$ cat config.mk
export PLATFORM = sky130hd
export DESIGN_NAME = trace_event_encoder
export DESIGN_NICKNAME = d
export VERILOG_FILES = /design/src/rtl/trace_event_encoder.sv
export SDC_FILE = /design/constraint.sdc
export NUM_CORES = 1
export LEC_CHECK = 0
export BUFFER_PORTS_ARGS = -buffer_cell sky130_fd_sc_hd__buf_2
export CORE_ASPECT_RATIO = 1.1
export CORE_MARGIN = 5
export CORE_UTILIZATION = 50
export DETAILED_ROUTE_END_ITERATION = 8
export PLACE_DENSITY = 0.84
export SLEW_MARGIN = 20
export SYNTH_ARGS = -nofsm -noshare
export SYNTH_HDL_FRONTEND = slang
export SYNTH_SLANG_ARGS = --single-unit
$ cat constraint.sdc
create_clock -name trace_clk -period 1.8 [get_ports trace_clk]
set_input_delay 0.18 -clock trace_clk [delete_from_list [all_inputs] [get_ports trace_clk]]
set_output_delay 0.18 -clock trace_clk [all_outputs]
set_load 0.01 [all_outputs]
$ cat src/rtl/trace_event_encoder.sv
// trace_event_encoder: timestamps pattern-matcher hits into 18-bit FIFO words.
// Define TRACE_LONG_TIME_EN for full-width TIME words ahead of long-gap MATCHes.
module trace_event_encoder #(
    parameter int pSHORTTIME_LEN = 8,
    parameter int pFULLTIME_LEN  = 16
) (
    input  logic        trace_clk,
    input  logic        reset,
    input  logic        arm,
    input  logic [7:0]  match_hit,
    input  logic [7:0]  pattern_enable,
    input  logic [7:0]  pattern_trig_enable,
    input  logic        clear_status,
    input  logic        fifo_full,
    output logic        fifo_wr,
    output logic [17:0] fifo_din,
    output logic        trig_out,
    output logic        overflow_blocked,
    output logic        event_dropped
);

    localparam logic [1:0] CMD_MATCH = 2'b01;
    localparam logic [1:0] CMD_TIME  = 2'b10;
    localparam logic [pFULLTIME_LEN-1:0] ONE =
        pFULLTIME_LEN'(1);
    localparam logic [pFULLTIME_LEN-1:0] SHORT_MAX =
        pFULLTIME_LEN'((64'd1 << pSHORTTIME_LEN) - 64'd1);

`ifdef TRACE_LONG_TIME_EN
    localparam logic [pFULLTIME_LEN-1:0] CNT_MAX = '1;
    typedef enum logic [1:0] {
        IDLE,
        RUN,
        SEND_MATCH
    } state_t;
`else
    localparam logic [pFULLTIME_LEN-1:0] CNT_MAX = SHORT_MAX;
    typedef enum logic [0:0] {
        IDLE,
        RUN
    } state_t;
`endif

    state_t state;
    state_t state_nxt;

    logic [pFULLTIME_LEN-1:0] elapsed;
    logic [7:0]  hits;
    logic [7:0]  short_time;
    logic [2:0]  rule;
    logic [2:0]  pend_rule;
    logic [17:0] word;
    logic        hit_any;
    logic        accept;
    logic        long_gap;
    logic        drop_set;
    logic        word_due;
    logic        wr_nxt;
    logic        ovf_set;

    assign hits       = match_hit & pattern_enable;
    assign hit_any    = |hits;
    assign accept     = (state == RUN) && hit_any;
    assign short_time = 8'(elapsed);

    // Lowest enabled rule wins when several hit together.
    always_comb begin
        rule = 3'd0;
        for (int i = 7; i >= 0; i--) begin
            if (hits[i]) rule = 3'(i);
        end
    end

`ifdef TRACE_LONG_TIME_EN
    assign long_gap = elapsed > SHORT_MAX;
    assign drop_set = (state == SEND_MATCH) && hit_any;

    always_ff @(posedge trace_clk) begin
        if (reset) pend_rule <= 3'd0;
        else if (accept) pend_rule <= rule;
    end
`else
    assign long_gap  = 1'b0;
    assign drop_set  = 1'b0;
    assign pend_rule = 3'd0;
`endif

    always_ff @(posedge trace_clk) begin
        if (reset) state <= IDLE;
        else state <= state_nxt;
    end

    always_comb begin
        state_nxt = state;
        unique case (state)
            IDLE: if (arm) state_nxt = RUN;
            RUN: begin
                if (!arm) state_nxt = IDLE;
`ifdef TRACE_LONG_TIME_EN
                if (accept && long_gap) state_nxt = SEND_MATCH;
`endif
            end
`ifdef TRACE_LONG_TIME_EN
            SEND_MATCH: state_nxt = arm ? RUN : IDLE;
`endif
            default: state_nxt = IDLE;
        endcase
    end

    always_comb begin
        word_due = 1'b0;
        word     = '0;
        unique case (state)
            RUN: begin
                if (hit_any) begin
                    word_due = 1'b1;
                    if (long_gap)
                        word = {CMD_TIME, 16'(elapsed)};
                    else
                        word = {CMD_MATCH, 5'd0, rule, short_time};
                end
            end
`ifdef TRACE_LONG_TIME_EN
            SEND_MATCH: begin
                word_due = 1'b1;
                word     = {CMD_MATCH, 5'd0, pend_rule, 8'h00};
            end
`endif
            default: ;
        endcase
    end

    // A blocked record stays blocked: the flag gates its trailing MATCH too.
    assign wr_nxt  = word_due && !overflow_blocked && !fifo_full;
    assign ovf_set = word_due && !overflow_blocked && fifo_full;

    always_ff @(posedge trace_clk) begin
        if (reset) begin
            elapsed          <= '0;
            fifo_wr          <= 1'b0;
            fifo_din         <= '0;
            trig_out         <= 1'b0;
            overflow_blocked <= 1'b0;
            event_dropped    <= 1'b0;
        end else begin
            if ((state == IDLE && arm) || accept)
                elapsed <= ONE;
            else if (elapsed != CNT_MAX)
                elapsed <= elapsed + ONE;
            fifo_wr <= wr_nxt;
            if (wr_nxt) fifo_din <= word;
            trig_out <= accept && pattern_trig_enable[rule];
            overflow_blocked <=
                ovf_set | (overflow_blocked & ~clear_status);
            event_dropped <=
                drop_set | (event_dropped & ~clear_status);
        end
    end

endmodule

# == Word-level counts from Yosys, hierarchy flattened ==
# Index checks and enable logic that the tools add are counted.
# W data, S select, Z words.
# op_classes
n_addsub,1
mul,0
div,0
order_cmp,1
n_eq_ne,1
n_shift,0
n_mux,17
bitwise,6
n_reduce_logical,12
# ops
op,count
$mux W17,2
$mux W3,8
$add A16 B1 Y16 const B,1
$ne A16 B8 Y1 const B,1
$and A8 B8 Y8,1
$reduce_or A8 Y1,1
$logic_and A1 B1 Y1,6
$mux W1,6
$lt A3 B4 Y1 const B,1
$bmux W1 S3,1
$and A1 B1 Y1,2
$logic_not A1 Y1,2
$not A1 Y1,2
$reduce_bool A2 Y1,1
$reduce_or A2 Y1,1
$logic_or A1 B1 Y1,1
$or A1 B1 Y1,1
# word_totals
reg_bits,39
latchBits,0
mem_bits_rw,0
romBits,0
inputBits,29
word_cells,46
mem_count,0

# == Logic depth before layout (Yosys ltp) ==
# Gate-level depths: netlist of run 1.
# logic_depth
ltp_word,12
ltp_mapped,7
mapped_depth_nobuf,6

# == Least setup slack after synthesis of run 1 ==
# No wires, ideal clock.
# synth_timing
path_type,input-to-reg
startpoint,input match_hit[1]
endpoint,register elapsed[1]
setup_ns,0.064
arrival_time_ns,1.506
required_time_ns,1.736
path_slack_ns,0.231
cell_stages,7
n_path_buf,2
path_cell_list,a22o_4 > o41ai_4 > o21ai_2 > or2_1 > buf_6 > buf_6 > nor2_1
# synth_between
elab_chain_cells,5
# synth_rtl
item,line,text
start: declaration,10,"input logic [7:0] match_hit,"
$and A8 B8 Y8,61,assign hits = match_hit & pattern_enable;
$reduce_or A8 Y1,62,assign hit_any = |hits;
$logic_and A1 B1 Y1,63,assign accept = (state == RUN) && hit_any;
$logic_or A1 B1 Y1,146,if ((state == IDLE && arm) || accept)
$reduce_or A2 Y1 (no source line),-,
end signal: assignment,149,elapsed <= elapsed + ONE;
end: declaration,47,logic [pFULLTIME_LEN-1:0] elapsed;
# No other way between the ends.
# A chain may end at the register's enable or synchronous reset.

# == Final worst setup path of run 1 ==
# layout_timing
startpoint,register elapsed[1]
endpoint,register elapsed[0]
# layout_between
elab_chain_cells,2
# layout_rtl
item,line,text
$ne A16 B8 Y1,148,else if (elapsed != CNT_MAX)
$reduce_bool A2 Y1 (no source line),-,
# No other way between the ends.

==> flow_summary.toml, run 1 <==
[clocking]
path_clk_slew_ps = 110
cts_sinks = 33
clock_latency_ps = 340
htree_levels = 2
cts_buffers = 5
cts_tree = "yes"
clock_path_buffers = 2
root_buffer = "clkbuf_4"

[floorplanning]
start_util_pct = 52.3
rows = 21
dieArea_mm2 = 0.00445
core-area_mm2 = 0.00307
die_x_um = 64.0
ios = 51
die_h_um = 69.5

[global_routing]
grt_use_total_pct = 17.0
antenna_found_initial = 0
grt_start_max_net_pins = 20
met2_usage_pct = 29.3
grt_pass1_wl_mm = 6.25
met3_usage_pct = 5.51
grt-ovfl-total = 0
grt_pass1_vias = 1462
top_usage_layer = "met2"
grt_use_met1_pct = 19.2

[pwr]
power-per-cell-area_mw_per_mm2 = 655
p_leak_nw = 0.914
vdd.ir_drop.worst_uv = 714
totalPowerFinal_mw = 1.36

[sta]
slew_viol_final = 0
worst_pin_slew_ps = 666
post-route-period-util_pct = 93.8
maxSlewHeadroom_pct = 55.4
hold_violations = 0
fmax_mhz = 592
rsz0062_at_grt = "no"
min_period_ps = 1690
skew_ps = 12.1
setup_violations = 0
setup_slack_ps = 111

[final_layout]
finalNonFillerCells = 293
drive_gt1_share_pct = 32.8
final_common_cell = "buf_2"
design_area_mm2 = 0.00207
multiInputGateArea_um2 = 873
synthToLayoutAreaGrowth_pct = 29.1
layout.nets = 288
ff_latch_area_um2 = 661
final_cell_mix = "buf_2 (44), dfxtp_1 (33), nand2_1 (29), nor2_1 (26), buf_4 (21)"
n_fill_cell = 261
num_antenna_cells = 0

[route]
firstDrtPassIters = 4
ant_nets = 0
vias_per_cell = 5.24
drc = 0
wl_per_cell_um = 12.6
first_iter_violations = 86
wl_mm = 3.69
num_vias = 1535

[run]
cap_violations = 0

[yosys]
post_synth_main_area_contributors = "dfxtp_1 (41%), nand2_1 (6.8%), nor2_1 (6.1%), a21oi_1 (5.0%), xor2_1 (4.4%)"
synth_top_area_share_pct = 41.1
syn-cell-area_mm2 = 0.00161
ys_seq_elements = 33
ys_warn_count = 0
ys_seq_area_share_pct = 41.1
synth_top_area_cell = "dfxtp_1"
synthArstFlopShare_pct = 0
syn_avg_cell_area_um2 = 8.41
synth_cells = 191
synth-edff-count = 0
synth_cell_types = 41
synth_ff_type = "dfxtp_1"

[setup_path]
cp_common_cell = "nor2_1"
crit_buf_inv = 1
critPathMaxFanout = 5
cp_cell_sequence = "ha_1 > nand3_1 > nand4bb_1 > buf_4 > xor2_1 > nor2_1 > nor2_1"
cp_top_family = "simple AND/OR/NAND/NOR gates"
rrSetupSlack_ps = 110
slowest_delay_ps = 400
worst_setup_path_end_kind = "register"
critical_path_class = "reg -> reg"
cp_data_required_time_ps = 2020
cpMaxStageDelayCell = "dfxtp_1"
arrival_ps = 1910
startpoint_type = "register"

[outcome]
status = "finished clean"

[placement]
dp_cells = 284
dp_slack_ps = -39.6
gp_congestion = 0.834
port_buffers = 44
dp_hpwl_mm = 2.89
placed_cell_area_mm2 = 0.00200

[hold_path]
hold_class = "in -> reg"
==> cell usage after synthesis, types with 2 or more instances <==
library cell / instances
a31oi_1: 2
nand3_1: 7
nand2_1: 29
nand4_1: 4
buf_6: 2
inv_1: 4
nor3_1: 2
nor3b_1: 3
and3_1: 4
xor2_1: 8
nor4_1: 2
or3_1: 4
a211oi_1: 2
a21oi_1: 16
clkbuf_1: 3
dfxtp_1: 33
a22o_4: 2
a22oi_1: 2
xnor2_1: 3
o21ai_0: 3
a22o_1: 4
mux2i_1: 3
nor2_1: 26
buf_4: 6
==> worst register-to-register path: cells and delay by family, from the launching register on <==
kind | cells | cell delay, ps
and+or+nand+nor | 4 | 600
DFF | 1 | 400
buffers and inverters | 1 | 240
adders and majority gates | 1 | 190
xor gates and xnor gates | 1 | 140
==> path summary, 6_finish.rpt <==
| check | endpoint | startpoint | cells after the start |
|---|---|---|---|
| max reg2reg | elapsed[0]$_SDFFE_PP0P_ | elapsed[1]$_SDFFE_PP0P_ | 7 |
| min reg2reg | fifo_din[6]$_SDFFE_PP0P_ | fifo_din[6]$_SDFFE_PP0P_ | 2 |
| min | state$_SDFF_PP0_ | arm | 3 |
| max | elapsed[0]$_SDFFE_PP0P_ | elapsed[1]$_SDFFE_PP0P_ | 7 |
==> through the flow <==
step | TNS (ps) | utilization [%] | hold slack (ps)
3_5_place_dp | -47.6 | 65.0 | 364
4_1_cts | 0 | 66.8 | 1.53
3_3_place_gp | 0 | 65.0 | 360
2_1_floorplan | 0 | - | 256
6_report | 0 | 67.5 | 71.0
5_1_grt | 0 | 67.5 | 82.8
==> layer usage <==
| metal | up-vias | wire [µm] |
|---|---|---|
| li1 | 786 | - |
| met1 | 697 | 1500 |
| met2 | 48 | 1830 |
| met3 | 4 | 301 |
| met4 | 0 | 52 |
| met5 | - | 0 |
==> cells by family after synthesis <==
logic type               after synthesis  share of synthesized area, %
multiplexers                           4                          2.57
flip-flops                            33                          41.1
XOR/XNOR                              11                          6.00
other                                  1                         0.233
AND/OR/NAND/NOR                       85                          24.4
buffers and inverters                 17                          6.39
AO/OA/AOI/OAI                         39                          18.5
adder cells (fa/ha/maj)                1                         0.779
==> repair_timing <==
item / in CTS / in global routing
endpoints found under the setup margin: 0 / 2
buffers inserted: 0 / 0
gates resized for setup: 0 / 1
hold endpoints to repair: 0 / 1
hold buffers: 0 / 1
==> registers in the layout, summed over array words and instances (netlist names) <==
register          count
elapsed              16
fifo_wr               1
state                 1
overflow_blocked      1
event_dropped         1
trig_out              1
fifo_din             12
==> where the power goes <==
part | internal, mW | total (mW) | switching, mW
Sequential | 0.741 | 0.748 | 0.00728
Combinational | 0.105 | 0.208 | 0.103
Clock | 0.147 | 0.403 | 0.256
==> final cells by class <==
type	instances	area share, %
Tap cell	34	2.05
Clock buffer	5	1.81
Sequential cell	33	31.8
Clock inverter	3	0.844
Timing Repair Buffer	68	20.6
Multi-Input combinational cell	146	42.1
Inverter	4	0.724
No activity file was read; power rests on OpenSTA's default activity.
==> run 2, diff against run 1 <==
--- a/config.mk
+++ b/config.mk
@@ -11,6 +11,7 @@
 export CORE_UTILIZATION = 50
 export DETAILED_ROUTE_END_ITERATION = 8
 export PLACE_DENSITY = 0.84
+export RECOVER_POWER = 50
 export SLEW_MARGIN = 20
 export SYNTH_ARGS = -nofsm -noshare
 export SYNTH_HDL_FRONTEND = slang
==> constraint.sdc (replaced) <==
create_clock -name trace_clk -period 1.84 [get_ports trace_clk]
set_input_delay 0.184 -clock trace_clk [delete_from_list [all_inputs] [get_ports trace_clk]]
set_output_delay 0.184 -clock trace_clk [all_outputs]
set_load 0.01 [all_outputs]
==> flow_summary.toml, run 2 (synthesized netlist as in run 1, its figures left out) <==
[outcome]
status = "finished clean"

[sta]
skew_ps = 12.4
slew_viol_final = 0
maxSlewHeadroom_pct = 47.4
setup_violations = 0
finalSetupTns_ps = 0
worst_pin_slew_ps = 790
fmax_mhz = 606
min_period_ps = 1650
post-route-period-util_pct = 89.7
setup_slack_ps = 189
rsz0062_at_grt = "no"
hold_violations = 0

[setup_path]
critical_path_class = "in -> reg"
cp_common_cell = "a211oi_1"
cp_cell_sequence = "buf_2 > a22o_4 > buf_4 > a211oi_1 > mux2i_1 > mux2_2 > a211oi_1"
critPathMaxFanout = 4
worst-path-stages = 7
arrival_ps = 1900
worst_setup_path_end_kind = "register"
crit_buf_inv = 2
slowest_delay_ps = 530
cp_top_family = "compound AO/OA/AOI/OAI gates"
cpMaxStageDelayCell = "a211oi_1"
ff2ff_path_depth = 5
cp_data_required_time_ps = 2090
startpoint_type = "input port"

[final_layout]
finalNonFillerCells = 280
final_cell_mix = "dfxtp_1 (33), nand2_1 (29), nor2_1 (26), buf_2 (26), clkbuf_1 (18)"
num_antenna_cells = 0
n_fill_cell = 288
final_common_cell = "dfxtp_1"
drive_gt1_share_pct = 21.1
largest_register_ffs = 16
layout.nets = 275
regMostFlops = "elapsed"
synthToLayoutAreaGrowth_pct = 20.2
design_area_mm2 = 0.00193
reg_top3 = "elapsed (16), fifo_din (12)"

[route]
firstDrtPassIters = 4
vias_per_cell = 5.24
ant_nets = 0
drc = 0
num_vias = 1466
wl_mm = 3.42
wl_per_cell_um = 12.2
first_iter_violations = 87

[pwr]
internal_power_mw = 0.950
totalPowerFinal_mw = 1.29
swShare_pct = 26.5
p_seq_share_pct = 56.7
vdd.ir_drop.worst_uv = 440
power-per-cell-area_mw_per_mm2 = 670
p_leak_nw = 0.768
pwr-share-comb_pct = 13.6
p_switching_mw = 0.343
clkPwrFrac_pct = 29.7

[clocking]
cts_sinks = 33
clock_path_buffers = 2
cts_tree = "yes"
cts_resized = 0
cts_buffers = 5
root_buffer = "clkbuf_4"
path_clk_slew_ps = 110
clock_latency_ps = 330
htree_levels = 2

[global_routing]
grt-ovfl-total = 0
grt_use_total_pct = 15.8
grt_pass1_wl_mm = 5.80
antenna_found_initial = 0
grt_pass1_vias = 1382
grt_start_max_net_pins = 20

[placement]
placed_cell_area_mm2 = 0.00188
dp_hpwl_mm = 2.63
dp_cells = 270
port_buffers = 44
gp_congestion = 0.851
dp_slack_ps = -17.4

[hold_path]
hold_class = "in -> reg"
hold_depth = 3

[floorplanning]
core-area_mm2 = 0.00307
dieArea_mm2 = 0.00445
rows = 21
die_x_um = 64.0
ios = 51
start_util_pct = 52.3
die_h_um = 69.5

[run]
cap_violations = 0
-- run 2: cell types whose count changed in the layout (fill, tap and decap cells not counted), sizes merged --
cell / previous run / this run
clkbuf: 5 / 23
buf: 67 / 36
-- run 2: stage by stage --
stage               util [%]  hold WS (ps)
detailed placement      61.2           368
global route            62.8           102
finish                  62.8          98.8
floorplan                  -           260
global placement        61.2           364
CTS                     63.0          13.2
-- run 2: worst min-delay path, stage by stage --
cell and delay (ps):
buf_2 70, inv_1 50, nor2_1 90
-- run 2: final cells by class --
cell class / count / area [µm²] / share of cell area (%)
inverters: 4 / 15.0 / 0.778
well taps: 34 / 42.5 / 2.20
multi-input cells: 146 / 862 / 44.7
repair buffers: 55 / 295 / 15.3
flip-flops and latches: 33 / 661 / 34.2
clock buffers: 5 / 37.5 / 1.94
clock inverters: 3 / 17.5 / 0.907
-- run 2: routing by layer --
metal	wire, µm	vias to the layer above	global-route usage (%)
li1	-	763	-
met4	65	0	5.54
met1	1410	657	17.9
met3	276	8	5.67
met5	0	-	0
met2	1660	38	26.8
-- run 2: power by group through the flow --
stage,registers [mW],clock network (mW),logic [mW]
after global routing,0.736,0.444,0.197
after detailed placement,0.750,0,0.177
after global placement,0.750,0,0.173
after floorplan,0.752,0,0.114
after CTS,0.733,0.396,0.178
final,0.734,0.383,0.176
-- run 2: worst paths after layout --
path | startpoint | end | slack (ps)
min | arm | state$_SDFF_PP0_ | 100
max reg2reg | state$_SDFF_PP0_ | fifo_din[9]$_SDFFE_PP0P_ | 230
min reg2reg | fifo_din[3]$_SDFFE_PP0P_ | fifo_din[3]$_SDFFE_PP0P_ | 460
max | match_hit[1] | trig_out$_SDFF_PP0_ | 190
-- run 2: timing repair --
action                                  CTS  global route
endpoints found under the setup margin    0             5
hold buffers                              0             1
hold endpoints to repair                  0             1
setup buffers                             0             1
==> run 3, diff against run 2 <==
--- a/config.mk
+++ b/config.mk
@@ -5,13 +5,15 @@
 export SDC_FILE = /design/constraint.sdc
 export NUM_CORES = 1
 export LEC_CHECK = 0
+export ABC_AREA = 1
 export BUFFER_PORTS_ARGS = -buffer_cell sky130_fd_sc_hd__buf_2
 export CORE_ASPECT_RATIO = 1.1
 export CORE_MARGIN = 5
 export CORE_UTILIZATION = 50
 export DETAILED_ROUTE_END_ITERATION = 8
-export PLACE_DENSITY = 0.84
+export PLACE_DENSITY = 0.83
 export RECOVER_POWER = 50
+export REMOVE_ABC_BUFFERS = 1
 export SLEW_MARGIN = 20
 export SYNTH_ARGS = -nofsm -noshare
 export SYNTH_HDL_FRONTEND = slang
==> flow_summary.toml, run 3 <==
[outcome]
status = "finished clean"

[sta]
finalSetupTns_ps = 0
post-route-period-util_pct = 89.0
setup_violations = 0
slew_viol_final = 0
timing.hold.ws_ps = 73.0
worst_pin_slew_ps = 531
maxSlewHeadroom_pct = 64.6
rsz0062_at_grt = "no"
hold_violations = 0
skew_ps = 11.6
fmax_mhz = 610
min_period_ps = 1640

[final_layout]
reg_top3 = "elapsed (16), fifo_din (12)"
final_cell_mix = "nand2_1 (49), dfxtp_1 (32), inv_1 (29), nor2_1 (27), buf_2 (27)"
regMostFlops = "elapsed"
final_common_cell = "nand2_1"
fin_util_pct = 61.6
ff_latch_area_um2 = 662
multiInputGateArea_um2 = 807
num_antenna_cells = 0
layout.nets = 312
synthToLayoutAreaGrowth_pct = 15.9
n_fill_cell = 312
largest_register_ffs = 16
drive_gt1_share_pct = 18.7

[setup_path]
arrival_ps = 1850
slowest_delay_ps = 390
cp_data_required_time_ps = 2050
cp_top_family = "simple AND/OR/NAND/NOR gates"
crit_buf_inv = 1
critPathMaxFanout = 5
worst_setup_path_end_kind = "register"
startpoint_type = "register"
cp_common_cell = "nand2_1"
cp_cell_sequence = "ha_1 > inv_1 > nor3_4 > nand3_2 > nor3_1 > nand2_1 > nand2_1 > a21oi_1"
rrSetupSlack_ps = 200
cpMaxStageDelayCell = "dfxtp_1"
critical_path_class = "reg -> reg"

[route]
wl_mm = 3.38
wl_per_cell_um = 10.6
num_vias = 1582
first_iter_violations = 51
firstDrtPassIters = 4
ant_nets = 0
drc = 0
vias_per_cell = 4.99

[clocking]
cts_tree = "yes"
cts_sinks = 33
cts_post_setup_buffers_inserted = 0
clock_path_buffers = 2
root_buffer = "clkbuf_4"
cts_buffers = 5
path_clk_slew_ps = 100
htree_levels = 2
clock_latency_ps = 330

[floorplanning]
die_x_um = 64.8
start_util_pct = 53.2
ios = 51
dieArea_mm2 = 0.00455
die_h_um = 70.2
core-area_mm2 = 0.00310
rows = 21

[pwr]
vdd.ir_drop.worst_uv = 434
power-per-cell-area_mw_per_mm2 = 680
p_leak_nw = 0.840

[yosys]
ys_seq_area_share_pct = 40.1
ys_warn_count = 0
syn_avg_cell_area_um2 = 7.08
synth_ff_type = "dfxtp_1"
ys_seq_elements = 33
synthArstFlopShare_pct = 0
post_synth_main_area_contributors = "dfxtp_1 (40%), nand2_1 (11%), inv_1 (6.6%), nor2_1 (6.1%), a21oi_1 (4.6%)"
synth_top_area_share_pct = 40.1
synth_cells = 233
ys_top_cells_by_count = "nand2_1 (48), dfxtp_1 (33), inv_1 (29)"
synth_top_area_cell = "dfxtp_1"
syn-cell-area_mm2 = 0.00165
synth-edff-count = 0
yosysMostFrequentCell = "nand2_1"
synth_cell_types = 34

[placement]
dp_hpwl_mm = 2.62
gp_congestion = 0.901
port_buffers = 44

[global_routing]
grt_use_total_pct = 15.6
grt_start_max_net_pins = 16
grt_pass1_wl_mm = 5.64
grt_pass1_vias = 1386
grt-ovfl-total = 0
antenna_found_initial = 0

[run]
cap_violations = 0

[hold_path]
hold_class = "in -> reg"
-- run 3: cell types whose count changed after synthesis, sizes merged, moves of 6 or more --
cell	previous run	this run
nand3	7	15
xor2	8	2
nand2	29	52
inv	4	31
a22o	6	0
nor3	2	10
o21ai	4	14
-- run 3: stage by stage --
step	instances	setup WS, ps	power, mW	cell area (µm²)
final	317	202	1.30	1910
after CTS	317	172	1.32	1940
after floorplan	227	154	0.864	1590
after global placement	308	254	0.928	1870
after global routing	317	2.42	1.37	1910
after detailed placement	308	218	0.932	1870
-- run 3: cell families (layout without fill, tap and decap cells) --
kind of cell	count (synthesis)	after routing	synth area share (%)
compound gates	37	37	12.4
xor+xnor	3	3	1.59
fa+ha+maj	1	1	0.759
buf+inv	42	87	12.0
flops	33	33	40.1
mux	1	1	0.607
other cells	1	6	0.227
simple gates	115	115	32.3
-- run 3: worst paths after layout --
path                                                from                        to  cells after the start
worst min-delay path                                 arm          state$_SDFF_PP0_                      3
worst max register to register   elapsed[0]$_SDFFE_PP0P_  elapsed[12]$_SDFFE_PP0P_                      8
worst max-delay path             elapsed[0]$_SDFFE_PP0P_  elapsed[12]$_SDFFE_PP0P_                      8
worst min register to register  event_dropped$_SDFF_PP0_  event_dropped$_SDFF_PP0_                      2
-- run 3: timing repair --
action                     4_1_cts  5_1_grt
hold endpoints to repair         1        0
hold buffers                     1        0
gates resized for setup          0        1
setup endpoints to repair        0        1
-- run 3: metal layers --
| metal | global-route usage [%] | share of wire (%) |
|---|---|---|
| met5 | 0 | 0 |
| met4 | 6.34 | 2.1 |
| met3 | 5.61 | 6.3 |
| met2 | 25.5 | 48 |
| met1 | 18.3 | 43 |
-- run 3: final cells by class --
class | instances | share of cell area (%)
Clock inverter | 3 | 0.917
Tap cell | 34 | 2.23
Clock buffer | 5 | 1.96
Multi-Input combinational cell | 163 | 42.2
Sequential cell | 33 | 34.6
Inverter | 31 | 6.09
Timing Repair Buffer | 48 | 11.9
-- run 3: worst reg2reg max path, delay by kind of cell, from the launching register on --
kind | cells | cell delay [ps]
buffers and inverters | 1 | 80
adders and majority gates | 1 | 190
and+or+nand+nor | 5 | 810
DFF | 1 | 390
AOI/OAI and AO/OA | 1 | 50
-- run 3: power breakdown --
group          internal (mW)  switching, mW  leakage (nW)  total, mW
clock                  0.144          0.245        0.0310      0.388
combinational         0.0659         0.0996         0.541      0.165
sequential             0.734         0.0120         0.268      0.746
